<file path="src/rtl/cnn_mac_pkg.sv">
// -----------------------------------------------------------------------------
// cnn_mac_pkg
// Shared constants for the CNN multiply-accumulate pipeline:
//   - default operand / accumulator widths
//   - legal range of the multiplier pipeline depth
//   - prod_w(): width of the exact signed product of a signed A_W operand and
//     an unsigned B_W operand
// Optional feature macro used by the design: CNN_MAC_SAT_EN (saturating
// accumulator; wrapping accumulator when undefined).
// -----------------------------------------------------------------------------
package cnn_mac_pkg;

    localparam int DEF_A_W         = 14;
    localparam int DEF_B_W         = 6;
    localparam int DEF_NUM_STAGE   = 3;
    localparam int DEF_ACC_W       = 32;

    localparam int NUM_STAGE_MIN   = 1;
    localparam int NUM_STAGE_MAX   = 4;

    // signed(A_W) * unsigned(B_W): the unsigned operand gains a zero sign bit,
    // but the largest magnitude -2^(A_W-1) * (2^B_W - 1) still fits in A_W+B_W.
    function automatic int prod_w(input int a_w, input int b_w);
        return a_w + b_w;
    endfunction

endpackage : cnn_mac_pkg

</file>
<file path="src/rtl/cnn_mac_pipe_mul.sv">
// -----------------------------------------------------------------------------
// cnn_mac_pipe_mul
// Exact signed x unsigned multiplier followed by a NUM_STAGE-deep register
// pipeline. The valid / first / last tags travel in lockstep with the data.
// The product appears on prod NUM_STAGE ce-active cycles after the operand is
// accepted (ce=1 and in_vld=1).
//
// Ports:
//   ap_clk     in   clock, rising edge
//   ap_rst     in   synchronous active-high reset (wins over ce)
//   ce         in   clock enable; 0 freezes every register
//   in_vld     in   operand valid
//   in_first   in   first term of a sum
//   in_last    in   last term of a sum
//   din0       in   [A_W-1:0] signed operand
//   din1       in   [B_W-1:0] unsigned operand
//   prod       out  [A_W+B_W-1:0] signed product (registered)
//   out_vld    out  product valid (registered)
//   out_first  out  first tag aligned with prod
//   out_last   out  last tag aligned with prod
// -----------------------------------------------------------------------------
module cnn_mac_pipe_mul
    import cnn_mac_pkg::*;
#(
    parameter int A_W       = DEF_A_W,
    parameter int B_W       = DEF_B_W,
    parameter int NUM_STAGE = DEF_NUM_STAGE
) (
    input  logic                   ap_clk,
    input  logic                   ap_rst,
    input  logic                   ce,
    input  logic                   in_vld,
    input  logic                   in_first,
    input  logic                   in_last,
    input  logic [A_W-1:0]         din0,
    input  logic [B_W-1:0]         din1,
    output logic [A_W+B_W-1:0]     prod,
    output logic                   out_vld,
    output logic                   out_first,
    output logic                   out_last
);

    localparam int PW = prod_w(A_W, B_W);

    if (NUM_STAGE < NUM_STAGE_MIN || NUM_STAGE > NUM_STAGE_MAX) begin : g_bad_stage
        $error("cnn_mac_pipe_mul: NUM_STAGE=%0d outside %0d..%0d",
               NUM_STAGE, NUM_STAGE_MIN, NUM_STAGE_MAX);
    end

    // Both operands widened to the product width before multiplying, so the
    // multiply is performed in PW bits and is exact (no truncation of a
    // representable result). din1 is zero-extended: it is unsigned.
    logic signed [PW-1:0] a_ext;
    logic signed [PW-1:0] b_ext;
    logic signed [PW-1:0] prod_c;

    assign a_ext  = PW'($signed(din0));
    assign b_ext  = PW'({1'b0, din1});
    assign prod_c = a_ext * b_ext;

    logic [PW-1:0]        data_q [NUM_STAGE];
    logic [NUM_STAGE-1:0] vld_q;
    logic [NUM_STAGE-1:0] first_q;
    logic [NUM_STAGE-1:0] last_q;

    always_ff @(posedge ap_clk) begin
        if (ap_rst) begin
            for (int i = 0; i < NUM_STAGE; i++) begin
                data_q[i] <= '0;
            end
            vld_q   <= '0;
            first_q <= '0;
            last_q  <= '0;
        end else if (ce) begin
            // Tags are qualified by in_vld so a stray first/last on an idle
            // cycle can never reach the accumulator.
            data_q[0]  <= prod_c;
            vld_q[0]   <= in_vld;
            first_q[0] <= in_vld & in_first;
            last_q[0]  <= in_vld & in_last;
            for (int i = 1; i < NUM_STAGE; i++) begin
                data_q[i]  <= data_q[i-1];
                vld_q[i]   <= vld_q[i-1];
                first_q[i] <= first_q[i-1];
                last_q[i]  <= last_q[i-1];
            end
        end
    end

    assign prod      = data_q[NUM_STAGE-1];
    assign out_vld   = vld_q[NUM_STAGE-1];
    assign out_first = first_q[NUM_STAGE-1];
    assign out_last  = last_q[NUM_STAGE-1];

endmodule : cnn_mac_pipe_mul

</file>
<file path="src/rtl/cnn_mac_pipe.sv">
// -----------------------------------------------------------------------------
// cnn_mac_pipe
// Pipelined multiply-accumulate for CNN dot products. Each accepted operand
// pair (ce=1, in_vld=1) is multiplied exactly (signed din0 x unsigned din1);
// products are summed per group delimited by in_first / in_last. The group
// sum is registered to acc_out with a one-cycle acc_vld pulse NUM_STAGE+1
// ce-active cycles after the last term was accepted. Groups may follow each
// other back to back with no bubble.
//
// Optional feature (macro CNN_MAC_SAT_EN):
//   defined   - accumulator saturates to the signed ACC_W range; sat_flag is
//               sticky within a group, cleared by a first term and presented
//               alongside acc_vld.
//   undefined - accumulator wraps modulo 2^ACC_W; sat_flag is tied to 0.
//
// Parameters: ID (tag only), A_W, B_W, NUM_STAGE (1..4), ACC_W (>= A_W+B_W)
//
// Ports:
//   ap_clk    in   clock, rising edge
//   ap_rst    in   synchronous active-high reset (wins over ce)
//   ce        in   clock enable; 0 freezes all state
//   in_vld    in   operand valid
//   in_first  in   first term of a sum
//   in_last   in   last term of a sum
//   din0      in   [A_W-1:0] signed operand
//   din1      in   [B_W-1:0] unsigned operand
//   prod      out  [A_W+B_W-1:0] signed product (registered)
//   prod_vld  out  product valid (registered)
//   acc_out   out  [ACC_W-1:0] signed group sum, held between pulses
//   acc_vld   out  one-cycle group sum valid
//   sat_flag  out  saturation occurred in the reported group
// -----------------------------------------------------------------------------
module cnn_mac_pipe
    import cnn_mac_pkg::*;
#(
    parameter logic [31:0] ID        = 32'd1,
    parameter int          A_W       = DEF_A_W,
    parameter int          B_W       = DEF_B_W,
    parameter int          NUM_STAGE = DEF_NUM_STAGE,
    parameter int          ACC_W     = DEF_ACC_W
) (
    input  logic                   ap_clk,
    input  logic                   ap_rst,
    input  logic                   ce,
    input  logic                   in_vld,
    input  logic                   in_first,
    input  logic                   in_last,
    input  logic [A_W-1:0]         din0,
    input  logic [B_W-1:0]         din1,
    output logic [A_W+B_W-1:0]     prod,
    output logic                   prod_vld,
    output logic [ACC_W-1:0]       acc_out,
    output logic                   acc_vld,
    output logic                   sat_flag
);

    localparam int PW = prod_w(A_W, B_W);

    if (NUM_STAGE < NUM_STAGE_MIN || NUM_STAGE > NUM_STAGE_MAX) begin : g_bad_stage
        $error("cnn_mac_pipe ID=%0d: NUM_STAGE=%0d outside %0d..%0d",
               ID, NUM_STAGE, NUM_STAGE_MIN, NUM_STAGE_MAX);
    end
    if (ACC_W < PW) begin : g_bad_acc
        $error("cnn_mac_pipe ID=%0d: ACC_W=%0d narrower than product width %0d",
               ID, ACC_W, PW);
    end
    if (A_W < 2 || B_W < 1) begin : g_bad_operand
        $error("cnn_mac_pipe ID=%0d: A_W=%0d / B_W=%0d too small", ID, A_W, B_W);
    end

    // -------------------------------------------------------------------------
    // Multiplier pipeline
    // -------------------------------------------------------------------------
    logic [PW-1:0] mul_prod;
    logic          mul_vld;
    logic          mul_first;
    logic          mul_last;

    cnn_mac_pipe_mul #(
        .A_W       (A_W),
        .B_W       (B_W),
        .NUM_STAGE (NUM_STAGE)
    ) u_mul (
        .ap_clk    (ap_clk),
        .ap_rst    (ap_rst),
        .ce        (ce),
        .in_vld    (in_vld),
        .in_first  (in_first),
        .in_last   (in_last),
        .din0      (din0),
        .din1      (din1),
        .prod      (mul_prod),
        .out_vld   (mul_vld),
        .out_first (mul_first),
        .out_last  (mul_last)
    );

    assign prod     = mul_prod;
    assign prod_vld = mul_vld;

    // -------------------------------------------------------------------------
    // Accumulator
    // -------------------------------------------------------------------------
    logic signed [ACC_W-1:0] prod_ext;
    logic signed [ACC_W-1:0] acc_sum;
    logic signed [ACC_W-1:0] acc_q,     acc_d;
    logic        [ACC_W-1:0] acc_out_q, acc_out_d;
    logic                    acc_vld_q, acc_vld_d;

    assign prod_ext = ACC_W'($signed(mul_prod));

`ifdef CNN_MAC_SAT_EN
    localparam logic [ACC_W-1:0] ACC_MIN = {1'b1, {(ACC_W-1){1'b0}}};
    localparam logic [ACC_W-1:0] ACC_MAX = ~ACC_MIN;

    // One guard bit: overflow is visible as the two top bits disagreeing.
    logic signed [ACC_W:0] sum_wide;
    logic                  sum_ovf;
    logic                  clamp;
    logic                  sat_grp_q,  sat_grp_d;
    logic                  sat_flag_q, sat_flag_d;

    assign sum_wide = (ACC_W+1)'(acc_q) + (ACC_W+1)'(prod_ext);
    assign sum_ovf  = sum_wide[ACC_W] ^ sum_wide[ACC_W-1];
    assign acc_sum  = !sum_ovf ? sum_wide[ACC_W-1:0]
                    : (sum_wide[ACC_W] ? ACC_MIN : ACC_MAX);
    // A first term loads, it never adds, so it can never clamp.
    assign clamp    = mul_vld & ~mul_first & sum_ovf;

    always_comb begin
        sat_grp_d  = sat_grp_q;
        sat_flag_d = sat_flag_q;
        if (mul_vld) begin
            sat_grp_d = (mul_first ? 1'b0 : sat_grp_q) | clamp;
            if (mul_last) begin
                sat_flag_d = sat_grp_d;
            end
        end
    end

    always_ff @(posedge ap_clk) begin
        if (ap_rst) begin
            sat_grp_q  <= 1'b0;
            sat_flag_q <= 1'b0;
        end else if (ce) begin
            sat_grp_q  <= sat_grp_d;
            sat_flag_q <= sat_flag_d;
        end
    end

    assign sat_flag = sat_flag_q;
`else
    assign acc_sum  = acc_q + prod_ext;
    assign sat_flag = 1'b0;
`endif

    always_comb begin
        acc_d     = acc_q;
        acc_out_d = acc_out_q;
        acc_vld_d = 1'b0;
        if (mul_vld) begin
            // A term with no preceding first simply adds to whatever is held.
            acc_d = mul_first ? prod_ext : acc_sum;
            if (mul_last) begin
                acc_out_d = acc_d;
                acc_vld_d = 1'b1;
            end
        end
    end

    always_ff @(posedge ap_clk) begin
        if (ap_rst) begin
            acc_q     <= '0;
            acc_out_q <= '0;
            acc_vld_q <= 1'b0;
        end else if (ce) begin
            acc_q     <= acc_d;
            acc_out_q <= acc_out_d;
            acc_vld_q <= acc_vld_d;
        end
    end

    assign acc_out = acc_out_q;
    assign acc_vld = acc_vld_q;

endmodule : cnn_mac_pipe

</file>
<file path="config.mk">
export PLATFORM = sky130hd
export DESIGN_NAME = cnn_mac_pipe
export DESIGN_NICKNAME = d
export VERILOG_FILES = /design/src/rtl/cnn_mac_pkg.sv /design/src/rtl/cnn_mac_pipe_mul.sv /design/src/rtl/cnn_mac_pipe.sv
export SDC_FILE = /design/constraint.sdc
export NUM_CORES = 1
export LEC_CHECK = 0
export CORE_UTILIZATION = 40
export DETAILED_ROUTE_END_ITERATION = 8
export HOLD_SLACK_MARGIN = 0.05
export PLACE_DENSITY = 0.65
export SYNTH_ARGS = -nofsm -noshare
export SYNTH_HDL_FRONTEND = slang
export SYNTH_SLANG_ARGS = --single-unit
</file>
<file path="constraint.sdc">
create_clock -name ap_clk -period 7.1 [get_ports ap_clk]
set_input_delay 1.42 -clock ap_clk [delete_from_list [all_inputs] [get_ports ap_clk]]
set_output_delay 1.42 -clock ap_clk [all_outputs]
set_load 0.03 [all_outputs]
</file>
==> key figures <==
Detailed routing
  – Initial DRT Pass Iterations: 5
  – Iter 0 DRT Violations: 333
  – Post-DR vias/cell: 5.02
  – Via Count: 7,102
  – DR WL/cell: 13.8 um
  – Post-route DRC violation count: 0
  – Routed WL: 19,600 um
  – Routed Antenna Nets: 0

STA
  – Slew Viols, Final: 0
  – Clk_skew: 0.0137 ns
  – Pin slew with the least headroom to its limit: 1.15 ns
  – Post-route setup slack: 0.970 ns
  – Fmax: 163 MHz
  – # setup viols final: 0
  – Setup TNS: 0 ns
  – Worst slew margin: 0.228
  – Final Cycle Share: 0.863
  – Final hold violation count: 0
  – Shortest period the worst path allows: 6.13 ns
  – RSZ-0062 raised after global routing: false

Logic synthesis
  – Yosys warns: 0
  – Syn_nets: 1,202
  – Post-synth top area share: 0.186
  – Post-synth top area cell: edfxtp_1
  – Cell Area, Synth: 9710 um^2
  – FFs w/ async S/R, synth: 0
  – Syn Area/Cell: 9.26 um^2
  – Ys flop type: dfxtp_1
  – Sequential element share of the synthesized area: 0.338
  – EDFF count, synth: 60
  – Synth cell types: 64
  – Synthesized instance count: 1,048
  – Ranking of synthesized cells by area: edfxtp_1 19%, dfxtp_1 15%, fa_1 12%, ha_1 9.0%, and2_1 7.7%
  – Synthesized flop and latch total: 134

Placed design
  – Worst slack, placed: 0.527 ns
  – GPL Wtd Cong: 0.875
  – Post-DP HPWL: 14,400 um
  – Port Buffer Count: 79

Finish
  – Synth-to-Final Area Change: 15.1%
  – Filler cell count: 2,294
  – Post-layout util: 0.473
  – Fraction of layout cells with a size suffix above 1: 0.0538
  – Inserted Diodes: 0
  – # nets final: 1,237
  – Most frequent cells in the layout: 119 x and2_1, 89 x nor2_1, 85 x inv_1
  – Commonest non-fill, non-tap cell in the layout: and2_1

Clock tree
  – Post-CTS setup repair buffer count: 0
  – # clock sinks: 134
  – H-tree depth: 4
  – Hold buffer count at CTS: 0
  – CTS Root Cell: clkbuf_16
  – Max clock buf depth: 2
  – CTS buffer count: 17
  – CTS tree: done
  – Worst skew pair latency: 0.42 ns
  – Clock transition at path regs: 0.06 ns
  – Count of cells resized by post-cts repair: 0

Global routing
  – Antenna violations before repair: 0
  – M1 GR Usage: 0.223
  – Largest net degree at the start of global routing: 61
  – Met3 Track Usage GR: 0.0224
  – Grt peak-use layer: met2
  – Total gr overflow: 0
  – First-pass GRT wire length: 32,900 um
  – Grt met2 use: 0.275
  – Vias in the first global route: 6,835
  – Gr usage total: 0.165

Floorplan
  – Starting Density: 0.411
  – # rows: 56
  – Chip height: 158 um
  – I/O pins: 81
  – DIE AREA: 24,900 um^2
  – Die Width: 158 um
  – Core ar.: 23,600 um^2

Power
  – Worst VDD drop: 0.000111 V
  – Leakage: 4.78 nW
  – Pwr/cell area: 231 nW/um^2

Worst setup path
  – Worst Path Max Fanout: 14
  – Worst EP required: 7.25 ns
  – Worst Setup End Kind: flop
  – CP arrival: 6.28 ns
  – CP Class: in -> reg
  – Kind of start point of the critical path: primary input

Status
  – Status: complete, no violations

Worst hold path
  – Hold Crit Class: reg -> reg

Job
  – Max Cap Viol: 0
==> final timing paths <==
path,startpoint,endpoint,slack (ns),cells after the start
max,din1[3],u_mul.data_q[0][17]$_SDFFCE_PN0P_,0.97,17
min,acc_out[1]$_SDFFE_PP0P_,acc_out[1]$_SDFFE_PP0P_,0.47,2
max reg2reg,u_mul.data_q[0][59]$_SDFFCE_PN0P_,acc_q[31]$_SDFFE_PP0P_,3.68,10
min reg2reg,acc_out[1]$_SDFFE_PP0P_,acc_out[1]$_SDFFE_PP0P_,0.47,2
==> metal layers <==
layer / share of wire / vias to the layer above
met5: 0 / -
li1: - / 3607
met2: 0.47 / 137
met4: 0.010 / 0
met1: 0.48 / 3344
met3: 0.036 / 14
==> worst max-delay path, stage by stage <==
cell,delay [ns]
clkdlybuf4s50_1,0.61
and2_1,0.29
fa_1,0.55
fa_1,0.44
fa_1,0.54
inv_1,0.05
fa_1,0.53
inv_1,0.04
ha_1,0.33
o21a_1,0.22
and2_1,0.18
and3_1,0.20
a211oi_1,0.31
nor3_1,0.15
a21oi_1,0.20
xor2_1,0.17
nor2_1,0.05
==> cell usage after synthesis, types with 2 or more instances <==
cell type    n
nor2_1      89
and2_1     119
inv_1       85
fa_1        58
nand4_1      5
nor3_1      19
or4_1        2
o21ai_1      8
ha_1        70
buf_4       21
and3_1       4
buf_1        4
xor2_1      21
a2111oi_0    2
o21bai_1     5
nor3_2       2
nor2b_1      2
o31a_1       2
nand3_1      6
o21a_1       6
clkbuf_1    38
nand2b_1    11
o31ai_1      3
dfxtp_1     74
or3_1        7
a21o_1      15
edfxtp_1    60
a31oi_1      5
a211oi_1    25
a21oi_1     80
xnor2_1     24
o21ai_0     63
mux2i_1     11
nand2_1     59
a21boi_0     8
buf_2        2
or2_2        4
a311oi_1     3
==> area by class of cell <==
cell class | instances | area, um^2 | area share
Inverter | 85 | 319 | 0.0286
Clock buffer | 17 | 425 | 0.0381
Clock inverter | 15 | 160 | 0.0143
Sequential cell | 134 | 3280 | 0.294
Tap cell | 319 | 399 | 0.0357
Timing Repair Buffer | 83 | 816 | 0.0730
Multi-Input combinational cell | 762 | 5770 | 0.516
==> through the flow <==
step	cells	power, mW	hold slack, ns	instance area, um^2
final	1415	2.58	0.470	11200
after global routing	1415	2.76	0.498	11200
after CTS	1415	2.61	0.469	11200
after detailed placement	1383	1.73	0.460	10600
after global placement	1383	1.71	0.457	10600
after floorplan	1048	1.57	0.446	9710
==> registers in the layout (all words and copies together) (netlist names) <==
name           flops
u_mul.first_q      3
acc_q             32
acc_out           32
u_mul.last_q       3
u_mul.vld_q        3
u_mul.data_q      60
acc_vld            1
==> cell families (layout without fill, tap and decap cells) <==
group,after synthesis,in the layout,synth area share
simple gates,335,335,0.179
other cells,1,1,0.000386
buf+inv,152,200,0.0680
fa+ha+maj,128,128,0.210
mux,11,11,0.0113
flops,134,134,0.338
xor+xnor,45,45,0.0406
compound gates,242,242,0.153
==> power by group <==
part / switching, mW / internal [mW] / leakage, nW
Combinational: 0.462 / 0.356 / 3.24
Clock: 0.371 / 0.500 / 0.284
Sequential: 0.0215 / 0.875 / 1.26
Note: power is estimated with default switching activity, not from simulation.
